==> config.mk <==
export PLATFORM = sky130hd
export DESIGN_NAME = window_stream_gen
export DESIGN_NICKNAME = d
export VERILOG_FILES = /design/src/rtl/window_stream_gen.sv
export SDC_FILE = /design/constraint.sdc
export NUM_CORES = 2
export LEC_CHECK = 0
export ABC_AREA = 1
export BUFFER_PORTS_ARGS = -buffer_cell sky130_fd_sc_hd__buf_2
export CAP_MARGIN = 15
export CORE_ASPECT_RATIO = 2
export CORE_MARGIN = 2
export CORE_UTILIZATION = 52
export DETAILED_ROUTE_END_ITERATION = 6
export HOLD_SLACK_MARGIN = 0.03
export PLACE_DENSITY = 0.7
export REMOVE_ABC_BUFFERS = 1
export SLEW_MARGIN = 20
export SYNTH_ARGS = -nofsm -noshare
export SYNTH_HDL_FRONTEND = slang
export SYNTH_SLANG_ARGS = --single-unit
==> constraint.sdc <==
create_clock -name clk -period 5.95 [get_ports clk]
set_input_delay 0.595 -clock clk [delete_from_list [all_inputs] [get_ports clk]]
set_output_delay 0.595 -clock clk [all_outputs]
set_load 0.02 [all_outputs]
==> src/rtl/window_stream_gen.sv <==
// Raster-order pixel stream to 3x3 sliding-window generator: two line buffers
// plus short column history registers, one registered window per interior pixel.
module window_stream_gen #(
  parameter int IMG_W = 130,
  parameter int IMG_H = 130,
  parameter int DW    = 8
) (
  input  logic          clk,
  input  logic          rst,
  input  logic          start,
  input  logic [DW-1:0] pix_in,
  input  logic          pix_valid,
  output logic          pix_ready,
  output logic          win_valid,
  output logic [DW-1:0] sw_pixel_1,
  output logic [DW-1:0] sw_pixel_2,
  output logic [DW-1:0] sw_pixel_3,
  output logic [DW-1:0] sw_pixel_4,
  output logic [DW-1:0] sw_pixel_5,
  output logic [DW-1:0] sw_pixel_6,
  output logic [DW-1:0] sw_pixel_7,
  output logic [DW-1:0] sw_pixel_8,
  output logic [DW-1:0] sw_pixel_9,
  output logic          busy,
  output logic          done
);

  localparam int CW = $clog2(IMG_W);
  localparam int RW = $clog2(IMG_H);

  typedef enum logic [1:0] {IDLE, FILL, DONE} state_t;

  state_t        state, state_nxt;
  logic [CW-1:0] col;
  logic [RW-1:0] row;
  logic          accept;
  logic          col_last;
  logic          row_last;
  logic          frame_last;
  logic          interior;

  logic [DW-1:0] lb0 [IMG_W];
  logic [DW-1:0] lb1 [IMG_W];
  logic [DW-1:0] lb0_rd;
  logic [DW-1:0] lb1_rd;

  // Columns c-2 (index 0) and c-1 (index 1); column c is the live read.
  logic [DW-1:0] top_q [2];
  logic [DW-1:0] mid_q [2];
  logic [DW-1:0] bot_q [2];

  assign accept     = pix_valid && (state == FILL);
  assign col_last   = (col == CW'(IMG_W - 1));
  assign row_last   = (row == RW'(IMG_H - 1));
  assign frame_last = accept && col_last && row_last;
  assign interior   = (row >= RW'(2)) && (col >= CW'(2));
  assign lb0_rd     = lb0[col];
  assign lb1_rd     = lb1[col];

  always_ff @(posedge clk or posedge rst) begin
    if (rst) state <= IDLE;
    else     state <= state_nxt;
  end

  // NOTE: every output of this block gets a default first, so no path can infer a latch.
  always_comb begin
    state_nxt = state;
    pix_ready = 1'b0;
    busy      = 1'b0;
    done      = 1'b0;
    case (state)
      IDLE: if (start) state_nxt = FILL;
      FILL: begin
        pix_ready = 1'b1;
        busy      = 1'b1;
        if (frame_last) state_nxt = DONE;
      end
      DONE: begin
        done      = 1'b1;
        state_nxt = IDLE;
      end
      default: state_nxt = IDLE;
    endcase
  end

  always_ff @(posedge clk or posedge rst) begin
    if (rst) begin
      col <= '0;
      row <= '0;
    end else if (state == IDLE && start) begin
      col <= '0;
      row <= '0;
    end else if (accept) begin
      if (col_last) begin
        col <= '0;
        row <= row_last ? '0 : row + RW'(1);
      end else begin
        col <= col + CW'(1);
      end
    end
  end

  // NOTE: line buffer RAMs are deliberately not reset; a window needs two fresh rows,
  // so nothing written before the current frame can reach the outputs.
  always_ff @(posedge clk) begin
    if (accept) begin
      lb0[col] <= lb1_rd;
      lb1[col] <= pix_in;
    end
  end

  // NOTE: all state updates use non-blocking assignment so the history shift and the
  // window capture below both see the pre-edge values.
  always_ff @(posedge clk or posedge rst) begin
    if (rst) begin
      for (int i = 0; i < 2; i++) begin
        top_q[i] <= '0;
        mid_q[i] <= '0;
        bot_q[i] <= '0;
      end
    end else if (accept) begin
      top_q[0] <= top_q[1];
      mid_q[0] <= mid_q[1];
      bot_q[0] <= bot_q[1];
      top_q[1] <= lb0_rd;
      mid_q[1] <= lb1_rd;
      bot_q[1] <= pix_in;
    end
  end

  always_ff @(posedge clk or posedge rst) begin
    if (rst) begin
      win_valid  <= 1'b0;
      sw_pixel_1 <= '0;
      sw_pixel_2 <= '0;
      sw_pixel_3 <= '0;
      sw_pixel_4 <= '0;
      sw_pixel_5 <= '0;
      sw_pixel_6 <= '0;
      sw_pixel_7 <= '0;
      sw_pixel_8 <= '0;
      sw_pixel_9 <= '0;
    end else begin
      win_valid <= accept && interior;
      if (accept && interior) begin
        sw_pixel_1 <= top_q[0];
        sw_pixel_2 <= top_q[1];
        sw_pixel_3 <= lb0_rd;
        sw_pixel_4 <= mid_q[0];
        sw_pixel_5 <= mid_q[1];
        sw_pixel_6 <= lb1_rd;
        sw_pixel_7 <= bot_q[0];
        sw_pixel_8 <= bot_q[1];
        sw_pixel_9 <= pix_in;
      end
    end
  end

endmodule
==> flow_metrics.env <==
export IMPL_dieHeight_um=599
export IMPL_required_ps=6520
export IMPL_antenna_found_initial=3
export IMPL_cap_viol_max_count=0
export IMPL_fin_crit_sh=0.858
export IMPL_cp_end_kind="register"
export IMPL_grt_usage=0.290
export IMPL_final_area_um2=102000
export IMPL_firstDrtPassIters=7
export IMPL_via_count=63400
export IMPL_synthXorXnorAreaFrac=0.000190
export IMPL_rsz0062_at_grt="no"
export IMPL_peakVddDrop_mv=0.393
export IMPL_hold_path_depth=3
export IMPL_fin_tns_setup_ps=0
export IMPL_htreeDepth=4
export IMPL_synth_top_family_by_area="simple AND/OR/NAND/NOR gates"
export IMPL_io_pins=88
export IMPL_tightest_slew_ps=1180
export IMPL_crit_type="register to register"
export IMPL_finalCriticalPeriod_ps=5110
export IMPL_drt_iter0_drc=7577
export IMPL_ant_nets=0
export IMPL_violations="DRC"
export IMPL_status="finished, violations left"
export IMPL_ys_types=30
export IMPL_ys_seq_area_frac=0.716
export IMPL_crit_path_max_fanout=134
export IMPL_grt_overflow=0
export IMPL_wl_per_cell_um=23.4
export IMPL_grt_pass1_vias=62000
export IMPL_syn_avg_cell_area_um2=10.6
export IMPL_cts_tree="done"
export IMPL_netlist_instances=8719
export IMPL_ys_ff_latch=2219
export IMPL_postPlaceCellArea_um2=96200
export IMPL_drive_gt1_frac=0.0710
export IMPL_syn_area_um2=92200
export IMPL_num_rows=218
export IMPL_grt_max_degree=152
export IMPL_synth_compound_area_frac=0.0423
export IMPL_synth_area_top_cells="edfxtp_1, nand2_1, nor2_1, dfrtp_1, inv_1"
export IMPL_synthAdderAreaFrac=0.000950
export IMPL_powerDensity_nw_per_um2=451
export IMPL_worstSkewPairLatency_ps=860
export IMPL_crit_path_start_kind="register"
export IMPL_maxSlewHeadroom=0.214
export IMPL_synth_top_area_frac=0.678
export IMPL_cts_resized=0
export IMPL_yosys_area_share_simple=0.189
export IMPL_dp_hpwl_um=160000
export IMPL_max_freq_mhz=196
export IMPL_core_area_um2=176000
export IMPL_post_drt_via_cell_ratio=5.63
export IMPL_rr_worst_depth=14
export IMPL_dieWidth_um=302
export IMPL_synthMuxAreaShare=0
export IMPL_die_area_um2=181000
export IMPL_synth_top_area_cell="edfxtp_1"
export IMPL_fin_skew_ps=38.7
export IMPL_root_buffer="clkbuf_16"
export IMPL_routed_wl_um=264000
export IMPL_clk_pin_slew_worst_paths_ps=70
export IMPL_hold_viol=0
export IMPL_drc=1
export IMPL_fin_nets=8837
export IMPL_port_buffer_count=87
export IMPL_cts_sinks=2219
export IMPL_cts_buffers=184
export IMPL_slew_viol_final=0
export IMPL_grt_pass1_wl_um=388000
export IMPL_ys_warnings_count=0
export IMPL_hold_path_class="primary input to register"
export IMPL_leakage_nw=40.9
export IMPL_initial_core_util=0.523
export IMPL_setup_viol=0
export IMPL_clockBufferDepth=4
export IMPL_synthToLayoutAreaGrowth_pct=10.6
export IMPL_place_gp_congestion=0.971
export IMPL_critPathArrivalTime_ps=5680
export IMPL_fillers=14100
## state kept, by name, summed over array words and instances (netlist names)
name / flops
bot_q: 16
sw_pixel_5: 8
sw_pixel_8: 8
col: 8
row: 8
sw_pixel_2: 8
sw_pixel_6: 8
state: 2
top_q: 16
sw_pixel_1: 8
lb1: 1040
sw_pixel_4: 8
mid_q: 16
sw_pixel_7: 8
sw_pixel_3: 8
sw_pixel_9: 8
win_valid: 1
lb0: 1040
## cells in the final DEF, fill, tap and decap left out, drive strengths merged
cell type       n
dlygate4sd3     1
nand3         323
o211ai         11
a21oi         103
nor3            4
nor2         1354
nand2        2823
a31oi           1
o22ai          19
buf           352
o21ai         628
inv           768
a2111oi         1
edfxtp       2080
bufinv         12
or4             1
ha              7
clkinv         76
xor2            2
nor3b           1
a221oi          2
clkbuf        229
clkinvlp        4
diode           2
or2             1
dfrtp         139
nand4          13
## kinds of logic (layout without fill, tap and decap cells)
kind of cell	count (synthesis)	count (layout)
buffers and inverters	1206	1442
other	0	2
AND/OR/NAND/NOR	4520	4520
adder cells (fa/ha/maj)	7	7
flip-flops	2219	2219
AO/OA/AOI/OAI	765	765
XOR/XNOR	2	2
## path summary, 6_finish.rpt
check | from | endpoint | slack [ps]
worst max-delay path | col[0] | lb0[10][2] | 840
max in group asynchronous | rst | bot_q[13] | 4330
min in group asynchronous | rst | col[3] | 480
worst min-delay path | start | state[0] | 150
worst min register to register | mid_q[9] | sw_pixel_4[1] | 470
worst max register to register | col[0] | lb0[10][2] | 840
## layout make-up
type / count / area (um2) / share of cell area
Tap cell: 2310 / 2890 / 0.0284
Inverter: 766 / 2900 / 0.0284
Timing Repair Buffer: 353 / 2880 / 0.0283
Sequential cell: 2219 / 65900 / 0.647
Antenna cell: 2 / 5.00 / 0.0000491
Multi-Input combinational cell: 5294 / 21600 / 0.212
Clock inverter: 94 / 773 / 0.00759
Clock buffer: 229 / 4940 / 0.0485
## metal layers
metal  global-route usage  vias to the layer above  wire (um)
met5                    0                        -          0
met3               0.0382                      867      20700
met1                0.331                    30700      88900
met2                0.498                     3229     131000
met4                0.215                        0      22800
li1                     -                    28600          -
## synthesized netlist by cell type
library cell,number
a2111oi_1,1
a21oi_1,103
a221oi_1,2
a31oi_1,1
buf_1,57
buf_2,169
buf_4,3
buf_6,5
clkbuf_1,206
clkinv_1,4
dfrtp_1,139
edfxtp_1,2080
ha_1,7
inv_1,758
inv_2,4
nand2_1,2823
nand3_1,323
nand4_1,13
nor2_1,1352
nor2_2,2
nor3_1,3
nor3_2,1
nor3b_1,1
o211ai_1,11
o21ai_0,548
o21ai_1,80
o22ai_1,19
or2_2,1
or4_1,1
xor2_1,2
## stage by stage
stage / total power (W) / setup slack [ps] / hold WS, ps / instances / utilization
2_1_floorplan: 0.0288 / -51860 / 442 / 8279 / -
3_3_place_gp: 0.0338 / 1120 / 452 / 10900 / 0.546
3_5_place_dp: 0.0340 / 1070 / 458 / 10900 / 0.546
4_1_cts: 0.0457 / 1040 / 144 / 11300 / 0.578
5_1_grt: 0.0473 / 813 / 180 / 11300 / 0.578
6_report: 0.0459 / 842 / 154 / 11300 / 0.578
## worst max-delay path, stage by stage (launching register included)
cell	delay, ps
dfrtp_4	660
inv_8	800
buf_4	400
buf_4	320
nand2_1	90
a21oi_1	170
nor2_1	80
nand2_1	80
o21ai_1	80
nand2_1	160
nand2_1	90
nand2_1	370
inv_1	270
nand2_4	550
buf_12	430
## where the power goes
part           internal [W]  leakage, nW  total, W  switching, W
clock               0.00641         2.81    0.0119       0.00548
sequential           0.0199         20.5    0.0202      0.000255
combinational       0.00292         17.6    0.0139        0.0109
## repair_timing
item / in CTS / in global routing
hold endpoints to repair: 94 / 0
buffers inserted: 0 / 0
hold buffers: 1 / 0
(Power assumes the default switching activity.)
